$ cat config.mk
export PLATFORM = sky130hd
export DESIGN_NAME = inst_mem_loader
export DESIGN_NICKNAME = d
export VERILOG_FILES = /design/src/rtl/loader_pkg.sv /design/src/rtl/inst_mem_loader.sv
export SDC_FILE = /design/constraint.sdc
export NUM_CORES = 1
export LEC_CHECK = 0
export BUFFER_PORTS_ARGS = -buffer_cell sky130_fd_sc_hd__buf_2
export CAP_MARGIN = 40
export CORE_MARGIN = 3
export CORE_UTILIZATION = 29
export CTS_BUF_LIST = sky130_fd_sc_hd__clkbuf_4 sky130_fd_sc_hd__clkbuf_8
export CTS_CLUSTER_DIAMETER = 200
export DETAILED_ROUTE_END_ITERATION = 6
export PLACE_DENSITY = 0.62
export SYNTH_ARGS = -nofsm -noshare
export SYNTH_HDL_FRONTEND = slang
export SYNTH_SLANG_ARGS = --single-unit
$ cat constraint.sdc
create_clock -name clk -period 9.2 [get_ports clk]
set_clock_uncertainty 0.05 [all_clocks]
set_input_delay 1.38 -clock clk [delete_from_list [all_inputs] [get_ports clk]]
set_output_delay 1.38 -clock clk [all_outputs]
set_load 0.05 [all_outputs]
$ cat src/rtl/loader_pkg.sv
// Shared types and constants for the instruction memory loader.
// Depth of the instruction memory the loader targets.
package loader_pkg;

  localparam int LDR_DEPTH = 2048;

  typedef enum logic [1:0] {
    ST_IDLE   = 2'd0,
    ST_LOAD   = 2'd1,
    ST_COMMIT = 2'd2,
    ST_DONE   = 2'd3
  } state_t;

endpackage

$ cat src/rtl/inst_mem_loader.sv
// Boot-time instruction memory writer: streams a program into imem
// and holds the pipeline in reset until the last word is committed.
module inst_mem_loader
  import loader_pkg::*;
#(
  parameter int WIDTH  = 32,
  parameter int ADDR_W = 11,
  parameter int DEPTH  = LDR_DEPTH
) (
  input  logic              clk,
  input  logic              rst,
  input  logic              START,
  input  logic [ADDR_W:0]   LEN,
  input  logic              S_VALID,
  input  logic [WIDTH-1:0]  S_DATA,
  output logic              S_READY,
  output logic              WR_EN,
  output logic [ADDR_W-1:0] WR_ADR,
  output logic [WIDTH-1:0]  WR_DATA,
  output logic              CPU_RST,
  output logic              BUSY,
  output logic              DONE,
  output logic              ERR,
  output logic [WIDTH-1:0]  CHECKSUM
);

  localparam logic [ADDR_W:0] DEPTH_L = (ADDR_W+1)'(DEPTH);

  state_t            state;
  logic [ADDR_W:0]   count;
  logic [ADDR_W:0]   len_q;
  logic              accept;
  logic              last;
  logic              legal;

  assign S_READY = (state == ST_LOAD);
  assign BUSY    = (state == ST_LOAD) || (state == ST_COMMIT);
  assign DONE    = (state == ST_DONE);
  // Pipeline runs only once the final write has left the output register.
  assign CPU_RST = (state != ST_DONE);

  assign accept = S_VALID & S_READY;
  assign last   = (count == len_q - 1'b1);
  assign legal  = (LEN != '0) && (LEN <= DEPTH_L);

  always_ff @(posedge clk or posedge rst) begin
    if (rst) begin
      state    <= ST_IDLE;
      count    <= '0;
      len_q    <= '0;
      WR_EN    <= 1'b0;
      WR_ADR   <= '0;
      WR_DATA  <= '0;
      ERR      <= 1'b0;
      CHECKSUM <= '0;
    end else begin
      WR_EN <= accept;
      if (accept) begin
        WR_ADR   <= count[ADDR_W-1:0];
        WR_DATA  <= S_DATA;
        count    <= count + 1'b1;
        CHECKSUM <= CHECKSUM ^ S_DATA;
      end
      unique case (state)
        ST_IDLE, ST_DONE: begin
          if (START) begin
            if (legal) begin
              len_q    <= LEN;
              count    <= '0;
              CHECKSUM <= '0;
              ERR      <= 1'b0;
              state    <= ST_LOAD;
            end else begin
              ERR <= 1'b1;
            end
          end
        end
        ST_LOAD: begin
          if (accept && last)
            state <= ST_COMMIT;
        end
        ST_COMMIT: state <= ST_DONE;
      endcase
    end
  end

endmodule

# After elaboration in Yosys (flattened, before gate mapping)
# Cells that the tools add are included.
word_totals:
  reg_bits: 103
  output_inout_bits: 81
  mem_bits_ro: 0
  ram_bits: 0
  input_bits: 48
  latchBits: 0
  wordCells: 43
  n_memories: 0
classes:
  bitwise_logic: 2
  multipliers: 0
  n_mux: 13
  reduce_logical: 9
  eq_ne: 8
  n_shift: 0
  div: 0
  n_lt_le_gt_ge: 1
  add_sub_neg: 2
ops:
  columns: ["op", "count"]
  rows:
  - ["32-bit two-way mux", 4]
  - ["12-bit two-way mux", 4]
  - ["32-bit XOR", 1]
  - ["12-bit by 1-bit adder with 12-bit output, second input constant", 1]
  - ["12-bit equality test", 1]
  - ["12-bit less-or-equal comparator, second input constant", 1]
  - ["12-bit nonzero test", 1]
  - ["12-bit by 1-bit subtractor with 12-bit output, second input constant", 1]
  - ["2-bit two-way mux", 3]
  - ["2-bit != test, second input constant", 3]
  - ["2-bit one-hot mux with 3 select lines", 1]
  - ["3-bit AND reduction", 2]
  - ["2-bit equality test, second input constant", 2]
  - ["2-bit by 1-bit equality test with 1-bit output, second input constant", 1]
  - ["1-bit logical AND", 2]
  - ["2-bit logical NOT", 1]
  - ["2-bit by 1-bit != test with 1-bit output, second input constant", 1]
  - ["2-bit AND reduction", 1]
  - ["2-bit OR reduction", 1]
  - ["1-bit bitwise AND", 1]
  - ["1-bit logical OR", 1]
  - ["1-bit two-way mux", 1]

# Depth between registers and ports, before layout
# Gate-level depths: netlist (run 1).
logic_depth:
  depth_word: 6
  depth_mapped: 9
  mapped_depth_nobuf: 8

# Worst setup path after synthesis (run 1)
# No wires, ideal clock.
synth_path:
  kind: "input port to flip-flop"
  from: "input port LEN[3]"
  to: "register len_q[2]"
  required_ns: 9.025
  n_path_buf: 1
  setup_time_ns: 0.125
  t_arrival_ns: 2.854
  path_slack_ns: 6.171
  stages: 6
  path_cell_list: "nor4_1 -> and4_1 -> o21ai_0 -> nor2_1 -> buf_2 -> mux2_2"
synth_between:
  elab_chain_len: 3
  elab_cells_between_ends: 4
  cone_classes: "order compare: 1; reduce/logical: 3"
synth_rtl:
  columns: ["item", "line", "rtl"]
  rows:
  - ["start: declaration", "inst_mem_loader.sv:13", "input logic [ADDR_W:0] LEN,"]
  - ["12-bit less-or-equal comparator or 12-bit nonzero test (tied branches)", "inst_mem_loader.sv:44", "assign legal = (LEN != '0) && (LEN <= DEPTH_L);"]
  - ["1-bit logical AND *", "inst_mem_loader.sv:44", null]
  - ["3-bit AND reduction (no source line) *", null, null]
  - ["end signal: assignment", "inst_mem_loader.sv:50", "len_q <= '0;"]
  - ["end signal: assignment", "inst_mem_loader.sv:68", "len_q <= LEN;"]
  - ["end: declaration", "inst_mem_loader.sv:31", "logic [ADDR_W:0] len_q;"]
# Every way passes the cells marked *; elsewhere a longest branch is shown, timed or not.
# A chain may end at the register's enable or synchronous reset.

# Worst setup path after layout (run 1)
layout_path:
  from: "input port S_VALID"
  to: "register count[10]"
layout_between:
  elab_chain_len: 5
layout_rtl:
  columns: ["item", "line", "rtl"]
  rows:
  - ["start: declaration", "inst_mem_loader.sv:14", "input logic S_VALID,"]
  - ["1-bit bitwise AND *", "inst_mem_loader.sv:42", "assign accept = S_VALID & S_READY;"]
  - ["12-bit two-way mux *", "inst_mem_loader.sv:58", "if (accept) begin"]
  - ["12-bit two-way mux", "inst_mem_loader.sv:67", "if (legal) begin"]
  - ["12-bit two-way mux", "inst_mem_loader.sv:66", "if (START) begin"]
  - ["12-bit two-way mux *", "inst_mem_loader.sv:64", "unique case (state)"]
  - ["end signal: assignment", "inst_mem_loader.sv:61", "count <= count + 1'b1;"]
  - ["end: declaration", "inst_mem_loader.sv:30", "logic [ADDR_W:0] count;"]
# Marked as above.

==> results of run 1 <==
per-stage QoR:
| step | hold WS, ps | power, mW | std cells | cell area (µm²) |
|---|---|---|---|---|
| after floorplan | 452.2 | 1.482 | 459 | 4559 |
| after global placement | 404.0 | 1.712 | 782 | 5425 |
| after detailed placement | 408.1 | 1.731 | 782 | 5425 |
| after CTS | 430.9 | 1.999 | 797 | 5593 |
| after global routing | 454.0 | 2.097 | 797 | 5593 |
| final | 428.1 | 1.972 | 797 | 5593 |
critical path, cell delays in order:
cell and delay (ps):
buf_2 80, nand2_2 40, buf_4 280, clkinv_1 230
buf_4 430, nand4_1 190, or2_2 370, or3_1 360
a21oi_1 150
per-layer routing:
layer,track usage,wire length [µm]
met4,0.04492,195
met5,0,27
met1,0.1598,4772
met2,0.2261,5527
met3,0.04862,613
synthesized netlist by cell type (3+ instances only):
cell type and number:
ha_1 5, clkbuf_1 13, mux2_2 9, nor2_1 46
buf_2 5, a31oi_1 4, nand4_1 3, xnor2_1 13
and4_1 4, nand2b_1 3, o21ai_0 9, a21oi_1 6
nand3_1 3, nand2_1 143, nor3_1 6, nor4_1 3
dfrtp_1 103, inv_1 9, or3_1 3, xor2_1 42
placed cells by master, fill, tap and decap left out, types with 4 or more instances in the layout:
cell type,netlist,layout
xnor2_1,13,13
xor2_1,42,42
ha_1,5,5
dfrtp_1,103,103
buf_4,0,4
nand2_1,143,142
buf_2,5,128
nor3_1,6,6
clkbuf_8,0,10
o21ai_0,9,9
mux2_2,9,9
inv_1,9,7
a21oi_1,6,6
and4_1,4,4
a31oi_1,4,4
nor2_1,46,45
flip-flops by register name (all words and copies together), names as in the netlist:
signal and count:
ERR 1, len_q 12, WR_DATA 32, WR_ADR 11, CHECKSUM 32, WR_EN 1
state 2, count 12
final cells by class:
cell class / count / area [µm²] / share of cell area
clock buffer: 11 / 145.1 / 0.02595
clock inverter: 4 / 22.52 / 0.004027
inverter: 9 / 36.28 / 0.006488
multi-input combinational: 327 / 1877 / 0.3356
sequential: 103 / 2577 / 0.4609
tap: 211 / 264.0 / 0.04720
timing repair buffer: 132 / 670.6 / 0.1199
power by group through the flow:
stage / Clock, mW / Combinational (mW) / Sequential [mW]
2_1_floorplan: 0 / 0.371 / 1.11
3_3_place_gp: 0 / 0.974 / 0.737
3_5_place_dp: 0 / 0.992 / 0.739
4_1_cts: 0.272 / 0.993 / 0.735
5_1_grt: 0.290 / 1.05 / 0.754
6_report: 0.260 / 0.981 / 0.732
final timing paths:
check,end,slack (ps),cells after the start
min in group asynchronous,CHECKSUM[20]$_DFF_PP0_,1010,2
max,count[10]$_DFF_PP0_,5900,9
max in group asynchronous,CHECKSUM[13]$_DFF_PP0_,6930,3
min,WR_ADR[3]$_DFFE_PP0P_,430,2
max reg2reg,count[10]$_DFF_PP0_,6140,10
min reg2reg,WR_ADR[3]$_DFFE_PP0P_,430,2
cell families (layout without fill, tap and decap cells):
group / Yosys count / count (layout) / share of synthesized area
multiplexers: 10 / 10 / 0.02442
buffers and inverters: 29 / 156 / 0.02525
adder cells (fa/ha/maj): 5 / 5 / 0.01372
XOR/XNOR: 55 / 55 / 0.1057
AND/OR/NAND/NOR: 224 / 224 / 0.2099
flip-flops: 103 / 103 / 0.5653
AO/OA/AOI/OAI: 33 / 33 / 0.05571
==> metrics.md, run 1 <==
| Metric | Value |
|---|---|
| Share of cells above drive strength 1 | 0.2935 |
| VDD IR max | 156.8 µV |
| Via Count | 3562 |
| Top post-synthesis cells by area | dfrtp_1 57%, nand2_1 12%, xor2_1 8.1% |
| Part of the Yosys area used for sequential elements | 0.5653 |
| PwrDens | 352.6 nW/µm² |
| Die X | 131.4 µm |
| Internal Power | 965.8 µW |
| CTS buffer count | 9 |
| H-tree depth | 3 |
| Static leakage | 2.915 nW |
| Async S/R FF share, synth | 1.000 |
| Nets | 635 |
| Number of routed nets with antenna violations | 0 |
| Top FF cell, synth | dfrtp_1 |
| DP Wirelength | 7971 µm |
| Critical path type | input port to register |
| GRT overflow | 0 |
| Worst skew pair latency | 380 ps |
| Crit Reg-Reg Startpoint | state[1]$_DFFE_PP0P_ |
| CP endpoint kind | register |
| Post-route DRC | 0 |
| Tmin final | 3305 ps |
| Post-CTS Setup Inserts | 0 |
| Combinational power share | 0.497 |
| 1st-pass router iterations | 4 |
| Num ports | 129 |
| Die Y | 131.4 µm |
| Critical path data arrival time | 3560 ps |
| Die area | 17260 µm² |
| CP Launch Type | input port |
| Post-DR vias/cell | 4.469 |
| Sw Ratio | 0.5103 |
| Initial core utilization | 0.2977 |
| Sequential fraction of design power | 0.371 |
| Clock share of power | 0.132 |
| Synth cell types | 45 |
| Fin crit share | 0.3592 |
| Avg Inst Size Synth | 9.933 µm² |
| Clock transition at path regs | 90 ps |
| Cell chosen for the clock root | clkbuf_8 |
| CTS Sinks | 103 |
| Core Box Area | 15310 µm² |
| FF+latch count, synth | 103 |
| Clock buffer depth | 2 |
| Total track usage | 0.1343 |
| Outcome | completed |
| EDFF count, synth | 0 |
| Largest net degree at the start of global routing | 61 |
| Hold Path Origin | WR_ADR[3]$_DFFE_PP0P_ |
| Ant diodes | 0 |
| Relative slew margins | 0.5243 |
| Crit-path max FO | 50 |
| Critical Path Source | S_VALID |
| Vias in the first global route | 3666 |
| Worst slew pin tran | 713.6 ps |
| Max Slew Vio Count | 0 |
| Number of max-cap violations | 0 |
| Sw power | 1.006 mW |
| Setup-failing EPs final | 0 |
| Area growth from synthesis to layout | 22.67% |
| Place WS | 5489 ps |
| Drt first-iter violations | 142 |
| IO buf count | 128 |
| Layout filler cell count | 1614 |
| Final WS setup | 5895 ps |
| Site row count | 45 |
| Total negative slack | 0 ps |
| CP Data Required Time | 9450 ps |
| Unrepaired setup endpoints after global routing | no |
| Syn nets | 512 |
| Routed WL | 11140 µm |
| CTS tree | yes |
| First-pass GRT wire length | 18630 µm |
| Final Hold Vio Count | 0 |
| Synth top area share | 0.5653 |
| Initial antenna violation count | 2 |
| Synthesized area | 4559 µm² |
| Gpl congestion | 0.8435 |
| Routed len/inst | 13.97 µm |
| Achievable Freq | 302.6 MHz |
| YS warnings | 0 |
| Final core occ | 0.3652 |
| HP Class | register to register |
| Cell taking the most area after synthesis | dfrtp_1 |
| Synthesized instance count | 459 |
| Hold buffers post-CTS | 0 |
| Post-cts resize count | 0 |
No activity file was read; power rests on OpenSTA's default activity.
==> run 2: changes to the inputs <==
Settings changed: ABC_AREA from default to 1, PLACE_DENSITY 0.62 to 0.63.
Clock period 9.2 ns to 2.86 ns, I/O delays scaled along.
==> run 2 against run 1 <==
- via count is 5.7% higher
- register-to-register slack worse by 5300 ps
- first-iteration DRC count increased by 11%
- largest cell class unchanged
- highest routed layer is now met4
==> metrics.md, run 2 <==
| Metric | Value |
|---|---|
| Synthesized instance count | 581 (was 459) |
| Synth cell types | 29 (was 45) |
| Initial core utilization | 0.3004 (was 0.2977) |
| DP Wirelength | 8455 µm (was 7971 µm) |
| Total negative slack | 0 ps (unchanged) |
| Place WS | 788.4 ps (was 5489 ps) |
| H-tree depth | 3 (unchanged) |
| Site row count | 46 (was 45) |
| Achievable Freq | 486.7 MHz |
| IO buf count | 128 (unchanged) |
| GRT overflow | 0 (unchanged) |
| Internal Power | 3.567 mW (was 965.8 µW) |
| Dpl cell area | 5744 µm² (was 5425 µm²) |
| Commonest non-fill, non-tap cells in the layout | 203 x nand2_1, 128 x buf_2, 106 x inv_1, 103 x dfrtp_1, 39 x xor2_1 (was 142 x nand2_1, 128 x buf_2, 103 x dfrtp_1, 45 x nor2_1, 42 x xor2_1) |
| Final instance area | 5995 µm² (was 5593 µm²) |
| Final Hold Vio Count | 0 (unchanged) |
| Cell taking the most area after synthesis | dfrtp_1 (unchanged) |
| Top post-synthesis cells by count | 203 x nand2_1, 107 x inv_1, 103 x dfrtp_1 (was 143 x nand2_1, 103 x dfrtp_1, 46 x nor2_1) |
| Unrepaired setup endpoints after global routing | no (unchanged) |
| Die X | 135.2 µm (was 131.4 µm) |
| Number of routed nets with antenna violations | 0 (unchanged) |
| FF+latch count, synth | 103 (unchanged) |
| Placed cells | 917 (was 782) |
| VDD IR max | 622.4 µV (was 156.8 µV) |
| Crit-path max FO | 29 (was 50) |
| Syn nets | 634 (was 512) |
| Via Count | 3764 (was 3562) |
| YS warnings | 0 (unchanged) |
| Worst slew pin tran | 697.4 ps (was 713.6 ps) |
| Number of max-cap violations | 0 (unchanged) |
| Post-cts resize count | 0 (unchanged) |
| Combinational power share | 0.516 (was 0.497) |
| Clock buffer depth | 2 (unchanged) |
| Die Y | 135.2 µm (was 131.4 µm) |
| Vias in the first global route | 3662 (was 3666) |
| Initial antenna violation count | 0 (was 2) |
| 1st-pass router iterations | 4 (unchanged) |
| CP Data Required Time | 3090 ps (was 9450 ps) |
| Drt first-iter violations | 158 (was 142) |
| Part of the Yosys area used for sequential elements | 0.5324 (was 0.5653) |
| Outcome | completed (unchanged) |
| Area growth from synthesis to layout | 23.83% (was 22.67%) |
| CTS Sinks | 103 (unchanged) |
| CTS tree | yes (unchanged) |
| Async S/R FF share, synth | 1.000 (unchanged) |
| HP Class | input port to asynchronous set/reset pin (was register to register) |
| CTS buffer count | 9 (unchanged) |
| Critical path type | register to register (was input port to register) |
| Tmin final | 2055 ps |
| R2R depth | 13 (was 10) |
| Core Box Area | 16120 µm² (was 15310 µm²) |
| Routed WL | 11480 µm (was 11140 µm) |
| Top post-synthesis cells by area | dfrtp_1 53%, nand2_1 16%, inv_1 8.3% (was dfrtp_1 57%, nand2_1 12%, xor2_1 8.1%) |
| Gpl congestion | 0.8012 (was 0.8435) |
| Routed len/inst | 12.31 µm (was 13.97 µm) |
| Post-CTS Setup Inserts | 0 (unchanged) |
| Top FF cell, synth | dfrtp_1 (unchanged) |
| Nets | 765 (was 635) |
| Relative slew margins | 0.5341 (was 0.5243) |
| Final WS setup | 805.5 ps (was 5895 ps) |
| Die area | 18280 µm² (was 17260 µm²) |
| Clock share of power | 0.156 (was 0.132) |
| Tot Pwr | 7.263 mW (was 1.972 mW) |
| Sw power | 3.696 mW (was 1.006 mW) |
| Fin crit share | 0.7184 |
| EDFF count, synth | 0 (unchanged) |
| Post-DR vias/cell | 4.034 (was 4.469) |
| Critical path data arrival time | 2290 ps (was 3560 ps) |
| Most frequent cell after synthesis | nand2_1 (unchanged) |
| Num ports | 129 (unchanged) |
| Ant diodes | 0 (unchanged) |
| Hold buffers post-CTS | 0 (unchanged) |
| Total track usage | 0.1325 (was 0.1343) |
| Clock transition at path regs | 100 ps (was 90 ps) |
| Cell chosen for the clock root | clkbuf_8 (unchanged) |
| Static leakage | 3.688 nW (was 2.915 nW) |
| Largest regs | CHECKSUM (32), WR_DATA (32) (unchanged) |
| Share of cells above drive strength 1 | 0.2329 (was 0.2935) |
| Sequential fraction of design power | 0.329 (was 0.371) |
| Synth top area share | 0.5324 (was 0.5653) |
| First-pass GRT wire length | 18990 µm (was 18630 µm) |
| Max Slew Vio Count | 0 (unchanged) |
| Setup-failing EPs final | 0 (unchanged) |
| Avg Inst Size Synth | 8.332 µm² (was 9.933 µm²) |
| CP endpoint kind | register (unchanged) |
| PwrDens | 1212 nW/µm² (was 352.6 nW/µm²) |
| Worst skew pair latency | 380 ps (about the same) |
| Cell Count, Final, Fillers Out | 933 (was 797) |
| Sw Ratio | 0.5089 (was 0.5103) |
| Commonest non-fill, non-tap cell in the layout | nand2_1 (unchanged) |
| Synthesized area | 4841 µm² (was 4559 µm²) |
| Largest net degree at the start of global routing | 45 (was 61) |
| Post-route DRC | 0 (unchanged) |
| CP Launch Type | register (was input port) |
-- run 2: cell count changes in the layout (fill, tap and decap cells not counted), moves of 5 or more --
cell,change
mux2_2,-9
nor3_1,-5
nor2_1,-10
nand3_1,+14
inv_1,+99
nand2_1,+61
-- run 2: worst paths after layout --
kind                                              from                 endpoint  slack [ps]
worst min register to register  WR_DATA[9]$_DFFE_PP0P_   WR_DATA[9]$_DFFE_PP0P_         430
worst max-delay path              state[1]$_DFFE_PP0P_       count[8]$_DFF_PP0_         810
min in group clk                             S_DATA[5]   WR_DATA[5]$_DFFE_PP0P_         230
worst max register to register    state[1]$_DFFE_PP0P_       count[8]$_DFF_PP0_         810
worst min-delay path                               rst  WR_DATA[26]$_DFFE_PP0P_         100
max in group asynchronous                          rst  WR_DATA[13]$_DFFE_PP0P_        1940
-- run 2: critical path, cell delays in order, from the launching register on --
cell and delay, ps:
dfrtp_1 410, inv_1 80, ha_1 190, nand2_2 90
buf_4 240, nor2_1 120, inv_1 70, nor4_1 170
inv_1 80, nor2_1 150, nand2_1 80, xor2_1 150
nand2_1 50, inv_1 40
-- run 2: per-stage QoR --
| step | hold slack, ps | util |
|---|---|---|
| 2_1_floorplan | 416.6 | - |
| 3_3_place_gp | 409.3 | 0.3564 |
| 3_5_place_dp | 410.1 | 0.3564 |
| 4_1_cts | 87.40 | 0.3720 |
| 5_1_grt | 106.2 | 0.3720 |
| 6_report | 96.13 | 0.3720 |
-- run 2: power by group through the flow --
stage	combinational (mW)	clock (mW)	sequential (mW)
2_1_floorplan	1.44	0	3.86
3_3_place_gp	3.74	0	2.42
3_5_place_dp	3.80	0	2.40
4_1_cts	3.80	1.17	2.39
5_1_grt	4.08	1.24	2.46
6_report	3.75	1.13	2.39
-- run 2: logic make-up after synthesis --
group / Yosys count / share of synthesized area
compound gates: 26 / 0.02895
xor+xnor: 49 / 0.09150
fa+ha+maj: 5 / 0.01292
buf+inv: 126 / 0.1034
flops: 103 / 0.5324
simple gates: 272 / 0.2308
-- run 2: layout make-up --
type / count / area [µm²]
fill: 1706 / 10120
sequential: 103 / 2577
multi-input combinational: 352 / 1763
timing repair buffer: 137 / 720.7
inverter: 109 / 412.9
tap: 216 / 270.3
clock buffer: 11 / 145.1
clock inverter: 5 / 105.1
-- run 2: per-layer routing --
layer / wire length (µm) / share of wire / up-vias / GRT usage
li1: - / - / 1955 / -
met1: 5374 / 0.47 / 1714 / 0.1799
met2: 5249 / 0.46 / 81 / 0.2019
met3: 664 / 0.058 / 14 / 0.04160
met4: 193 / 0.017 / 0 / 0.04367
met5: 0 / 0 / - / 0
